File: config.mk
export PLATFORM = sky130hd
export DESIGN_NAME = main_fsm
export DESIGN_NICKNAME = d
export VERILOG_FILES = /design/src/rtl/main_fsm.sv
export SDC_FILE = /design/constraint.sdc
export NUM_CORES = 1
export LEC_CHECK = 0
export BUFFER_PORTS_ARGS = -buffer_cell sky130_fd_sc_hd__clkbuf_2
export CAP_MARGIN = 20
export CORE_AREA = 2 2 39 41
export CTS_CLUSTER_DIAMETER = 120
export CTS_CLUSTER_SIZE = 30
export DETAILED_ROUTE_END_ITERATION = 7
export DIE_AREA = 0 0 41 43
export SYNTH_ARGS = -nofsm -noshare
export SYNTH_HDL_FRONTEND = slang
export SYNTH_SLANG_ARGS = --single-unit
File: constraint.sdc
create_clock -name clk -period 1.6 [get_ports clk]
set_input_delay 0.24 -clock clk [delete_from_list [all_inputs] [get_ports clk]]
set_output_delay 0.24 -clock clk [all_outputs]
set_load 0.005 [all_outputs]
File: src/rtl/main_fsm.sv
// Multicycle main decoder for the ARM subset (LDR/STR, DP reg/imm, B).
// Moore outputs drive the datapath selects; enables are gated off while reset is held.
module main_fsm #(
  parameter int STATE_W = 4
) (
  input  logic               clk,
  input  logic               reset,
  input  logic [1:0]         Op,
  input  logic [5:0]         Funct,
  output logic               IRWrite,
  output logic               NextPC,
  output logic               RegW,
  output logic               MemW,
  output logic               Branch,
  output logic               ALUOp,
  output logic               AdrSrc,
  output logic [1:0]         ALUSrcA,
  output logic [1:0]         ALUSrcB,
  output logic [1:0]         ResultSrc,
  output logic               Illegal,
  output logic [STATE_W-1:0] State
);

  // state   | meaning
  // FETCH   | read instruction at PC, PC <= PC+4
  // DECODE  | register read, PC+8 on the result bus
  // MEMADR  | base + offset address compute
  // MEMRD   | memory read at ALUOut
  // MEMWB   | load data written back to Rd
  // MEMWR   | store data written to memory
  // EXECR   | DP op with register operand
  // EXECI   | DP op with immediate operand
  // ALUWB   | ALU result written back to Rd
  // BRANCH  | PC <= PC+8+offset (conditional)
  // UNKNOWN | undecodable Op, parked until reset
  typedef enum logic [3:0] {
    S_FETCH   = 4'd0,
    S_DECODE  = 4'd1,
    S_MEMADR  = 4'd2,
    S_MEMRD   = 4'd3,
    S_MEMWB   = 4'd4,
    S_MEMWR   = 4'd5,
    S_EXECR   = 4'd6,
    S_EXECI   = 4'd7,
    S_ALUWB   = 4'd8,
    S_BRANCH  = 4'd9,
    S_UNKNOWN = 4'd10
  } state_e;

  state_e state_q, state_d;
  logic   illegal_q, illegal_d;

  logic irwrite_s, nextpc_s, regw_s, memw_s, branch_s, aluop_s;

  logic funct_unused;
  assign funct_unused = ^Funct[4:1];

  always_ff @(posedge clk or negedge reset) begin
    if (!reset) begin
      state_q   <= S_FETCH;
      illegal_q <= 1'b0;
    end else begin
      state_q   <= state_d;
      illegal_q <= illegal_d;
    end
  end

  always_comb begin
    state_d = S_FETCH;
    case (state_q)
      S_FETCH:  state_d = S_DECODE;
      S_DECODE: begin
        case (Op)
          2'b00:   state_d = Funct[5] ? S_EXECI : S_EXECR;
          2'b01:   state_d = S_MEMADR;
          2'b10:   state_d = S_BRANCH;
          default: state_d = S_UNKNOWN;
        endcase
      end
      S_MEMADR:  state_d = Funct[0] ? S_MEMRD : S_MEMWR;
      S_MEMRD:   state_d = S_MEMWB;
      S_EXECR,
      S_EXECI:   state_d = S_ALUWB;
      S_UNKNOWN: state_d = S_UNKNOWN;
      default:   state_d = S_FETCH;
    endcase
  end

  // Sticky flag rises together with the entry into UNKNOWN
  assign illegal_d = illegal_q | (state_d == S_UNKNOWN);

  always_comb begin
    irwrite_s = 1'b0;
    nextpc_s  = 1'b0;
    regw_s    = 1'b0;
    memw_s    = 1'b0;
    branch_s  = 1'b0;
    aluop_s   = 1'b0;
    AdrSrc    = 1'b0;
    ALUSrcA   = 2'b00;
    ALUSrcB   = 2'b00;
    ResultSrc = 2'b00;
    case (state_q)
      S_FETCH: begin
        irwrite_s = 1'b1;
        nextpc_s  = 1'b1;
        ALUSrcA   = 2'b01;
        ALUSrcB   = 2'b10;
        ResultSrc = 2'b10;
      end
      S_DECODE: begin
        ALUSrcA   = 2'b01;
        ALUSrcB   = 2'b10;
        ResultSrc = 2'b10;
      end
      S_MEMADR: ALUSrcB = 2'b01;
      S_MEMRD:  AdrSrc  = 1'b1;
      S_MEMWB: begin
        ResultSrc = 2'b01;
        regw_s    = 1'b1;
      end
      S_MEMWR: begin
        AdrSrc = 1'b1;
        memw_s = 1'b1;
      end
      S_EXECR: aluop_s = 1'b1;
      S_EXECI: begin
        ALUSrcB = 2'b01;
        aluop_s = 1'b1;
      end
      S_ALUWB: regw_s = 1'b1;
      S_BRANCH: begin
        ALUSrcB   = 2'b01;
        ResultSrc = 2'b10;
        branch_s  = 1'b1;
      end
      default: ;
    endcase
  end

  // Gating with reset kills any in-flight write the moment reset asserts
  assign IRWrite = irwrite_s & reset;
  assign NextPC  = nextpc_s  & reset;
  assign RegW    = regw_s    & reset;
  assign MemW    = memw_s    & reset;
  assign Branch  = branch_s  & reset;
  assign ALUOp   = aluop_s   & reset;
  assign Illegal = illegal_q;
  assign State   = STATE_W'(state_q);

endmodule

After elaboration in Yosys (flattened, before gate mapping)
Index checks and enable logic that the tools add are counted.
Widths: inputs -> output; s select.

cells by class
  divide/modulo/power cells = 0
  add/sub/neg operators = 0
  $lt $le $gt $ge = 0
  equal/unequal tests = 13
  shift operators = 0
  bitwise gates (word level) = 6
  multiplexer cells = 13
  $mul = 0
  reductions and logical operators = 8

operators by type and width
  operator            number
  $pmux 4 s6          1
  $eq 4x3->1 const B  4
  $eq 4x4->1 const B  4
  $pmux 4 s3          1
  $eq 4x2->1 const B  2
  $mux 1              8
  $pmux 2 s2          2
  $reduce_or 2->1     4
  $reduce_or 3->1     2
  $and 1x1->1         5
  $eq 4x1->1 const B  1
  $logic_not 4->1     1
  $mux 3              1
  $eq 2x1->1 const B  1
  $eq 2x2->1 const B  1
  $logic_not 2->1     1
  $or 1x1->1          1

storage, ports and cells
  memory bits (read-only) = 0
  bits in writable memories = 0
  bits in latches = 0
  input port bits = 10
  memories = 0
  register bits after elaboration = 5

Logic depth before layout (Yosys ltp)
  depth in word-level cells = 5
  gate-level depth with buffers = 6

Worst setup path before layout
No wires, ideal clock.

  path kind = register -> output
  start = register state_q[2], in the netlist State[2]
  end = output port NextPC
  cell stages (with the launch flop) = 6
  data required time = 1.360 ns
  slack = 0.207 ns
  arrival time = 1.153 ns
  buffers on the path = 3
  cell sequence = dfrtp_1 buf_6 or2_1 buf_6 nor2_1 buf_4

between the ends
  word-level cells in the longest chain between the ends = 3

RTL lines
  element                   RTL line  RTL
  start: declaration        50        state_e state_q, state_d;
  start signal: assignment  63        state_q <= state_d;
  $logic_not 4->1           -
  $mux 1                    -
  $and 1x1->1               -
  end: declaration          11        output logic NextPC,

Every way passes these cells.

Worst setup path in the final report
  start = register state_q[2], in the netlist State[2]
  end = output port ALUSrcB[0]

between the ends
  word-level cells in the longest chain between the ends = 3
  elaborated cells on any way between the ends = 8

RTL lines
  element                                                              RTL line  RTL
  $eq 4x3->1 (tied with other cells)                                   103       case (state_q)
  $reduce_or 3->1 (no line) / $reduce_or 2->1 (equally long branches)  -
  $pmux 2 s2 *                                                         103
  end: declaration                                                     18        output logic [1:0] ALUSrcB,

Every way passes the cells marked *; elsewhere a longest branch is shown, timed or not.

==> impl_metrics.py <==
metrics = {
    "worst_setup_path": {
        "critPathKind": "reg -> out",
        "cp.required_ns": 1.36,
        "critPathMaxStageDelay_ns": 0.41,
        "r2r-start": "State[2]$_DFF_PN0_",
        "rr_worst_depth": 4,
        "worstPathCellList": "or2b_4 -> o32ai_2 -> clkbuf_2",
        "start_kind": "flop",
        "path_max_fanout": 5,
        "critical_path_arrival_ns": 1.30,
        "endpoint_kind": "output port",
        "r2r_end": "Illegal$_DFF_PN0_",
        "r2r_setup_slack_ns": 0.35,
        "slowest_stage": "dfrtp_1",
    },
    "die": {
        "initial_core_util_pct": 28.5,
        "die_h_um": 43,
        "io_pins": 28,
        "dieArea_mm2": 0.00176,
        "die_w_um": 41,
        "core_mm2": 0.00138,
        "rows": 14,
    },
    "power": {
        "p_leak_uw": 0.000277,
        "p_int_uw": 640,
        "pwr-share-clk_pct": 13.3,
        "p_seq_share_pct": 26.3,
        "p_per_area_mw_per_mm2": 2060,
        "peakVddDrop_uv": 899,
        "p_comb_share_pct": 60.4,
        "p_sw_uw": 497,
        "swShare_pct": 43.7,
    },
    "placement": {
        "place_area_um2": 482,
        "hpwl_um": 714,
        "routabilityCongestion": 0.704,
        "portBuffers": 22,
    },
    "global_routing": {
        "antenna_found_initial": 0,
        "grt_max_degree": 16,
        "grtUsageTotal_pct": 14.1,
        "grt_overflow": 0,
        "grt_pass1_vias": 374,
        "grt_pass1_wl_um": 1640,
    },
    "clocking": {
        "cts_tree": "yes",
        "clk_pin_slew_worst_paths_ns": 0.05,
        "clk_path_buf_depth": 2,
        "cts_root_buf": "clkbuf_4",
        "clk_latency_ns": 0.25,
        "h-tree-depth": 1,
        "cts.sinks": 5,
        "cts_buffers": 3,
    },
    "timing": {
        "finalHoldViolCount": 0,
        "setup-violations-final": 0,
        "drv_slew": 0,
        "period_needed_ns": 1.54,
        "finClkSkew_ns": 0.00345,
        "fin_crit_sh_pct": 96.2,
        "timing.hold.ws_ns": 0.291,
        "rsz0062_at_grt": "false",
        "fin_setup_tns_ns": 0,
        "max_freq_mhz": 650,
    },
    "flow_run": {
        "cap_violations": 0,
    },
    "min_path": {
        "holdPathStages": 3,
        "holdPathEnd": "State[2]$_DFF_PN0_",
        "hold_class": "in -> reg",
        "holdCritStartpoint": "Funct[0]",
    },
    "logic_synthesis": {
        "synth.net_count": 60,
        "synth_warnings": 0,
        "ys_seq_area_share_pct": 31.7,
        "syn_area_per_cell_um2": 7.88,
        "syn-cell-area_um2": 394,
        "ys_ff_latch": 5,
        "ys_types": 25,
        "syn_inst": 50,
    },
    "layout": {
        "drive_gt1_share_pct": 48.6,
        "mostFrequentLayoutCell": "clkbuf_2",
        "fin_area_um2": 552,
        "area_delta_synth_final_pct": 40.0,
        "antenna_cells": 0,
        "final_cell_mix": "21 x clkbuf_2, 9 x nor2_1, 4 x o21ai_0, 4 x clkbuf_4",
        "nNetsFinal": 85,
    },
    "route": {
        "firstDrtPassIters": 2,
        "ant_nets": 0,
        "drtIter0Drc": 5,
        "wl_per_cell_um": 10.9,
        "drc": 0,
        "vias": 415,
        "avgViaCountPerCell": 4.61,
        "wirelength_um": 985,
    },
    "status": {
        "status": "finished, final reports clean",
    },
}
==> registers in the layout (all words and copies together) (netlist names) <==
| name | cells |
|---|---|
| State | 4 |
| Illegal | 1 |
==> repair_timing <==
action,in CTS,in global routing
pin swaps,0,0
endpoints found under the hold margin,5,0
setup buffers,2,0
endpoints found under the setup margin,3,8
hold buffers,1,0
gates resized for setup,4,4
==> cell families after synthesis <==
family | Yosys count | synth area share [%]
AOI/OAI and AO/OA | 13 | 21.0
other | 1 | 0.951
and+or+nand+nor | 21 | 27.3
DFF | 5 | 31.7
xor gates and xnor gates | 2 | 4.45
buffers and inverters | 8 | 14.6
==> power groups by stage <==
stage                     combinational [uW]  clock (uW)  sequential (uW)
final                                    687         151              300
after global routing                     774         160              319
after CTS                                675         160              295
after detailed placement                 599           0              303
after global placement                   584           0              303
after floorplan                          492           0              240
==> final cells by class <==
cell class	count	area [um^2]
sequential	5	129
fill	165	832
inverter	2	7.51
multi-input combinational	37	224
tap	16	20.0
timing repair buffer	26	145
clock buffer	4	26.3
==> per-layer routing <==
metal  vias to the layer above  track usage, %  part of all wire (%)  wire length [um]
li1                        212               -                     -                 -
met1                       182            15.6                    38               376
met2                        17            21.9                    51               507
met3                         4            3.66                   7.5                74
met4                         0            10.0                   2.7                27
met5                         -               0                     0                 0
==> worst max-delay path by stage <==
stage	from	end	slack, ns	depth (start not counted)
final	State[2]$_DFF_PN0_	ALUSrcB[0]	0.06	3
after global routing	State[1]$_DFF_PN0_	Branch	0.004	4
after CTS	State[0]$_DFF_PN0_	ALUSrcB[0]	0.02	3
after detailed placement	State[3]$_DFF_PN0_	ALUSrcB[0]	0.15	3
after global placement	State[3]$_DFF_PN0_	ALUSrcB[0]	0.19	3
after floorplan	State[2]$_DFF_PN0_	NextPC	0.21	5
==> synthesized netlist by cell type, drive strengths merged <==
library cell  number  area [um^2]
buf                6         50.0
or2b               2         16.3
a21o               1         7.51
a32o               1         11.3
nor2              10         45.0
or2                1         6.26
a21oi              3         15.0
nand2              3         11.3
inv                2         7.51
xnor2              1         8.76
dfrtp              5          125
o32ai              1         8.76
a211oi             1         7.51
conb               1         3.75
xor2               1         8.76
nor2b              1         6.26
nand2b             2         12.5
nor3               2         10.0
o211ai             1         7.51
o21ai              5         25.0
==> per-stage QoR <==
stage	std cells	setup WS, ns	power (uW)	util (%)
2_1_floorplan	50	0.207	731	-
3_3_place_gp	83	0.186	887	34.8
3_5_place_dp	83	0.150	902	34.8
4_1_cts	90	0.0240	1130	39.4
5_1_grt	90	0.00374	1250	39.9
6_report	90	0.0611	1140	39.9
==> worst max-delay path, delay by kind of cell (launching register included) <==
kind	cells	cell delay, ns
flip-flops	1	0.41
AND/OR/NAND/NOR	1	0.28
AO/OA/AOI/OAI	1	0.21
buffers and inverters	1	0.15
Power figures use the tool's default switching activity.
